$ cat src/rtl/decode_stage.sv
// decode_stage: ID stage of the RV32I pipeline.
//   Decodes one fetched instruction per cycle and drives rs1/rs2 addresses to
//   the register file. It captures operands, with a same-edge writeback
//   bypass, generates the sign-extended immediate and loads the ID/EX register.
//   It stalls fetch on a load-use hazard or when EX does not consume.
// Ports:
//   clk, rst_n                      clock / async active-low reset
//   if_valid, if_ready, if_instr, if_pc   fetch handshake and instruction
//   rs1_addr, rs2_addr, rs1_data, rs2_data   register file read port
//   wb_reg_write, wb_rd_addr, wb_rd_data     writeback (bypass / snoop source)
//   ex_load_pending, ex_load_rd     outstanding load in EX (interlock)
//   flush                           kill held and incoming instruction
//   ex_valid, ex_ready              ID/EX handshake
//   ex_*                            registered operands and decode fields
module decode_stage #(
  parameter int XLEN      = 32,
  parameter bit BYPASS_EN = 1'b1
) (
  input  logic            clk,
  input  logic            rst_n,
  input  logic            if_valid,
  output logic            if_ready,
  input  logic [31:0]     if_instr,
  input  logic [XLEN-1:0] if_pc,
  output logic [4:0]      rs1_addr,
  output logic [4:0]      rs2_addr,
  input  logic [XLEN-1:0] rs1_data,
  input  logic [XLEN-1:0] rs2_data,
  input  logic            wb_reg_write,
  input  logic [4:0]      wb_rd_addr,
  input  logic [XLEN-1:0] wb_rd_data,
  input  logic            ex_load_pending,
  input  logic [4:0]      ex_load_rd,
  input  logic            flush,
  output logic            ex_valid,
  input  logic            ex_ready,
  output logic [XLEN-1:0] ex_pc,
  output logic [XLEN-1:0] ex_rs1_val,
  output logic [XLEN-1:0] ex_rs2_val,
  output logic [XLEN-1:0] ex_imm,
  output logic [4:0]      ex_rd_addr,
  output logic [6:0]      ex_opcode,
  output logic [2:0]      ex_funct3,
  output logic            ex_funct7b5,
  output logic            ex_reg_write,
  output logic            ex_mem_read,
  output logic            ex_mem_write,
  output logic            ex_illegal
);

  localparam logic [6:0] OPC_LUI    = 7'b0110111;
  localparam logic [6:0] OPC_AUIPC  = 7'b0010111;
  localparam logic [6:0] OPC_JAL    = 7'b1101111;
  localparam logic [6:0] OPC_JALR   = 7'b1100111;
  localparam logic [6:0] OPC_BRANCH = 7'b1100011;
  localparam logic [6:0] OPC_LOAD   = 7'b0000011;
  localparam logic [6:0] OPC_STORE  = 7'b0100011;
  localparam logic [6:0] OPC_OPIMM  = 7'b0010011;
  localparam logic [6:0] OPC_OP     = 7'b0110011;

  logic            use1, use2, legal, has_rd, is_load, is_store;
  logic [XLEN-1:0] imm;
  logic            hazard, accept;
  logic [XLEN-1:0] cap1, cap2;
  logic [4:0]      held_rs1, held_rs2;
  logic            snoop1, snoop2;

  assign rs1_addr = if_instr[19:15];
  assign rs2_addr = if_instr[24:20];

  // Opcode field includes instr[1:0], so any non-11 encoding falls to default.
  always_comb begin
    use1     = 1'b1;
    use2     = 1'b0;
    legal    = 1'b1;
    has_rd   = 1'b0;
    is_load  = 1'b0;
    is_store = 1'b0;
    imm      = '0;
    case (if_instr[6:0])
      OPC_LUI, OPC_AUIPC: begin
        use1   = 1'b0;
        has_rd = 1'b1;
        imm    = {if_instr[31:12], 12'b0};
      end
      OPC_JAL: begin
        use1   = 1'b0;
        has_rd = 1'b1;
        imm    = {{12{if_instr[31]}}, if_instr[19:12], if_instr[20],
                  if_instr[30:21], 1'b0};
      end
      OPC_JALR, OPC_OPIMM: begin
        has_rd = 1'b1;
        imm    = {{20{if_instr[31]}}, if_instr[31:20]};
      end
      OPC_LOAD: begin
        has_rd  = 1'b1;
        is_load = 1'b1;
        imm     = {{20{if_instr[31]}}, if_instr[31:20]};
      end
      OPC_STORE: begin
        use2     = 1'b1;
        is_store = 1'b1;
        imm      = {{20{if_instr[31]}}, if_instr[31:25], if_instr[11:7]};
      end
      OPC_BRANCH: begin
        use2 = 1'b1;
        imm  = {{20{if_instr[31]}}, if_instr[7], if_instr[30:25],
                if_instr[11:8], 1'b0};
      end
      OPC_OP: begin
        use2   = 1'b1;
        has_rd = 1'b1;
      end
      default: legal = 1'b0;
    endcase
  end

  assign hazard = ex_load_pending && (ex_load_rd != 5'd0) &&
                  ((use1 && rs1_addr == ex_load_rd) ||
                   (use2 && rs2_addr == ex_load_rd));
  assign if_ready = (!ex_valid || ex_ready) && !hazard && !flush;
  assign accept   = if_valid && if_ready;

  always_comb begin
    cap1 = '0;
    cap2 = '0;
    if (use1 && rs1_addr != 5'd0)
      cap1 = (BYPASS_EN && wb_reg_write && wb_rd_addr == rs1_addr) ? wb_rd_data : rs1_data;
    if (use2 && rs2_addr != 5'd0)
      cap2 = (BYPASS_EN && wb_reg_write && wb_rd_addr == rs2_addr) ? wb_rd_data : rs2_data;
  end

  // Held addresses are stored as 0 when unused, so a nonzero writeback can never match them.
  assign snoop1 = BYPASS_EN && wb_reg_write && wb_rd_addr != 5'd0 && wb_rd_addr == held_rs1;
  assign snoop2 = BYPASS_EN && wb_reg_write && wb_rd_addr != 5'd0 && wb_rd_addr == held_rs2;

  always_ff @(posedge clk or negedge rst_n) begin
    if (!rst_n) begin
      ex_valid     <= 1'b0;
      ex_pc        <= '0;
      ex_rs1_val   <= '0;
      ex_rs2_val   <= '0;
      ex_imm       <= '0;
      ex_rd_addr   <= '0;
      ex_opcode    <= '0;
      ex_funct3    <= '0;
      ex_funct7b5  <= 1'b0;
      ex_reg_write <= 1'b0;
      ex_mem_read  <= 1'b0;
      ex_mem_write <= 1'b0;
      ex_illegal   <= 1'b0;
      held_rs1     <= '0;
      held_rs2     <= '0;
    end else if (flush) begin
      ex_valid <= 1'b0;
    end else if (accept) begin
      ex_valid     <= 1'b1;
      ex_pc        <= if_pc;
      ex_rs1_val   <= cap1;
      ex_rs2_val   <= cap2;
      ex_imm       <= imm;
      ex_rd_addr   <= (legal && has_rd) ? if_instr[11:7] : 5'd0;
      ex_opcode    <= if_instr[6:0];
      ex_funct3    <= if_instr[14:12];
      ex_funct7b5  <= if_instr[30];
      ex_reg_write <= legal && has_rd && (if_instr[11:7] != 5'd0);
      ex_mem_read  <= is_load;
      ex_mem_write <= is_store;
      ex_illegal   <= !legal;
      held_rs1     <= use1 ? rs1_addr : 5'd0;
      held_rs2     <= use2 ? rs2_addr : 5'd0;
    end else if (ex_ready || !ex_valid) begin
      ex_valid <= 1'b0;
    end else begin
      if (snoop1) ex_rs1_val <= wb_rd_data;
      if (snoop2) ex_rs2_val <= wb_rd_data;
    end
  end

endmodule

$ cat config.mk
export PLATFORM = sky130hd
export DESIGN_NAME = decode_stage
export DESIGN_NICKNAME = d
export VERILOG_FILES = /design/src/rtl/decode_stage.sv
export SDC_FILE = /design/constraint.sdc
export NUM_CORES = 1
export LEC_CHECK = 0
export CELL_PAD_IN_SITES_DETAIL_PLACEMENT = 0
export CELL_PAD_IN_SITES_GLOBAL_PLACEMENT = 1
export CORE_ASPECT_RATIO = 1.2
export CORE_UTILIZATION = 35
export CTS_CLUSTER_DIAMETER = 40
export CTS_CLUSTER_SIZE = 10
export DETAILED_ROUTE_END_ITERATION = 10
export GPL_TIMING_DRIVEN = 1
export PLACE_DENSITY_LB_ADDON = 0.1
export SYNTH_ARGS = -nofsm -noshare
export SYNTH_HDL_FRONTEND = slang
export SYNTH_SLANG_ARGS = --single-unit
$ cat constraint.sdc
create_clock -name clk -period 5.1 [get_ports clk]
set_input_delay 1.02 -clock clk [delete_from_list [all_inputs] [get_ports clk]]
set_output_delay 1.02 -clock clk [all_outputs]
set_load 0.02 [all_outputs]
==> results_dict.tcl <==
set metrics [dict create \
    initial_core_util_pct 35.5 \
    clock_skew_ns 0.0170 \
    cp_cell_sequence "clkdlybuf4s50_1, and3b_1, a32oi_2, nand4_1, o211ai_4, inv_4, clkdlybuf4s50_1" \
    synthAdderAreaFrac_pct 0 \
    multi_input_area_mm2 0.00375 \
    synthSimpleGateAreaFrac_pct 10.8 \
    ys_warn_count 0 \
    hold_viol_final 0 \
    antenna_found_initial 3 \
    cts.reportedPaths.clkPinSlew_ns 0.08 \
    grt.total_usage_pct 24.8 \
    grt_pass1_wl_um 45900 \
    finalCriticalPeriod_ns 4.46 \
    slowest_delay_ns 0.58 \
    globalRouteOverflowTotal 0 \
    reg2reg_slack_ns 2.14 \
    post_cts_buffers 0 \
    final_nets 1259 \
    area_growth_syn_to_layout_pct 48.6 \
    worstPathRequired_ns 4.08 \
    drt-pass1-iter-count 6 \
    cts_resized 0 \
    drtIter0Drc 559 \
    end_kind "output port" \
    netlist_instances 816 \
    synthFlopType "dfrtp_1" \
    worstPathArrival_ns 3.44 \
    run_status "finished, final reports clean" \
    io_buffers 336 \
    critPathKind "in2out" \
    insertion_delay_ns 0.43 \
    die_w_um 142 \
    final_cell_mix "clkdlybuf4s50_1, dfrtp_1, a31oi_1, nand4_1" \
    place_hpwl_um 20100 \
    yosys_register_bits 159 \
    worst_slack_ns 0.638 \
    synth_fp_nets 993 \
    synth_top_family_by_area "compound AO/OA/AOI/OAI gates" \
    via_per_inst 5.61 \
    grt_pass1_vias 7793 \
    synth.area.mux_share_pct 6.03 \
    routabilityCongestion 0.812 \
    p_leak_nw 4.57 \
    cts_buffers 17 \
    clock.fmax_mhz 224 \
    mostFrequentLayoutCell "clkdlybuf4s50_1" \
    maxSlewViolCount 0 \
    synth_xor_area_share_pct 3.20 \
    grt_setup_unrepaired "no" \
    dr_total_vias 7927 \
    worstPathMaxFanout 9 \
    setup_viol 0 \
    hold_buffers 0 \
    regArea_mm2 0.00398 \
    relSlewSlack_pct 28.5 \
    cts_tree "done" \
    fillers 2175 \
    ys_top_cells_by_area "dfrtp_1, a31oi_1, mux2_1, a211oi_1, o31ai_1" \
    yosysTopAreaCell "dfrtp_1" \
    pre_cts_ws_ns 0.523 \
    synth_top_area_share_pct 48.4 \
    dieHeight_um 170 \
    postRouteAntennaNets 0 \
    syn_area_per_cell_um2 10.1 \
    power_density_mw_per_mm2 326 \
    die-area_mm2 0.0241 \
    drv_cap 0 \
    setup_tns_ns 0 \
    netlist_area_mm2 0.00822 \
    grt_max_degree 100 \
    ys_types 42 \
    cts_sinks 159 \
    core_area_mm2 0.0231 \
    critPathSlowestCell "clkdlybuf4s50_1" \
    hp-class "reg2reg" \
    drive_above_1_share_pct 5.84 \
    h-tree-depth 4 \
    drc 0 \
    ys_seq_area_share_pct 48.4 \
    cts_buffer_depth 2 \
    finalCritPeriodShare_pct 87.5 \
    worst_path_most_repeated_cell "clkdlybuf4s50_1" \
    synth-edff-count 0 \
    synth-compound-area-share_pct 25.4 \
    ios 337 \
    async_flop_share_pct 100 \
    wl_um 30100 \
    cp-start-kind "input pin" \
    final_core_util_pct 52.8 \
    cts_root_buf "clkbuf_16" \
    vdd_ir_drop_max_mv 0.216 \
    placementRows 61 \
    worst_slew_pin_slew_ns 1.07 \
    wire_per_inst_um 21.3 \
]
==> kinds of logic (layout without fill, tap and decap cells) <==
kind of cell	after synthesis	count (layout)
other cells	0	3
mux	44	44
compound gates	320	320
simple gates	154	154
buf+inv	109	388
flops	159	159
xor+xnor	30	30
==> path summary, 6_finish.rpt <==
kind | startpoint | to | depth (start not counted)
hold reg to reg | ex_pc[5] | ex_pc[5] | 1
max in group asynchronous | rst_n | ex_valid | 2
setup / recovery | if_instr[6] | if_ready | 7
setup reg to reg | ex_valid | ex_rs2_val[13] | 8
hold / removal | ex_pc[5] | ex_pc[5] | 1
min in group asynchronous | rst_n | ex_pc[17] | 1
==> power by group <==
group / internal (W) / total, W / switching (W)
logic: 0.000568 / 0.00118 / 0.000616
clock network: 0.000665 / 0.00127 / 0.000603
registers: 0.00144 / 0.00154 / 0.0000956
==> routing by layer <==
layer	track usage (%)	share of wire (%)	vias to the layer above	wire length, µm
met3	5.29	5.6	26	1700
met2	42.2	51	273	15300
met5	0	0	-	0
li1	-	-	3683	-
met1	31.4	42	3945	12600
met4	7.62	1.7	0	525
==> worst max-delay path, delay by kind of cell <==
| family | cells | cell delay, ns |
|---|---|---|
| buf+inv | 3 | 1.18 |
| simple gates | 2 | 0.52 |
| compound gates | 2 | 0.70 |
==> cells in the mapped netlist (2+ instances only) <==
cell type	instances
buf_4	17
nor4_4	2
o31ai_1	64
nand2_1	47
inv_1	2
a211oi_1	64
clkbuf_1	59
a22oi_1	6
nor4_1	2
o21ai_1	11
xor2_1	20
a21oi_1	24
nand3_1	4
o21ai_0	59
nand2b_1	2
or4_1	5
nor3_1	2
buf_2	29
nand4_1	65
a21o_1	4
and3b_1	2
nor2b_1	6
and3_1	2
xnor2_1	10
a31oi_1	83
mux2_1	44
nor2_1	8
dfrtp_1	159
==> cell type report <==
| cell class | instances | share of cell area [%] |
|---|---|---|
| multi-input combinational | 548 | 30.7 |
| clock inverter | 14 | 1.17 |
| antenna | 3 | 0.0615 |
| inverter | 3 | 0.113 |
| timing repair buffer | 353 | 28.6 |
| sequential | 159 | 32.6 |
| clock buffer | 18 | 3.59 |
| tap | 315 | 3.23 |
==> sequential cells by signal, indices dropped and copies added (netlist names) <==
signal / count
ex_imm: 32
ex_pc: 32
ex_rs1_val: 32
ex_rs2_val: 32
ex_opcode: 7
ex_rd_addr: 5
held_rs1: 5
held_rs2: 5
ex_funct3: 3
ex_funct7b5: 1
ex_illegal: 1
ex_mem_read: 1
ex_mem_write: 1
ex_reg_write: 1
ex_valid: 1
==> stage by stage <==
step / instance area, µm² / hold slack (ns) / instances / total power [W]
floorplan: 8220 / 0.495 / 816 / 0.00210
global placement: 11600 / 0.466 / 1378 / 0.00274
detailed placement: 11600 / 0.474 / 1378 / 0.00275
CTS: 12200 / 0.490 / 1410 / 0.00403
global route: 12200 / 0.505 / 1413 / 0.00417
finish: 12200 / 0.486 / 1413 / 0.00399
Power figures use the tool's default switching activity.
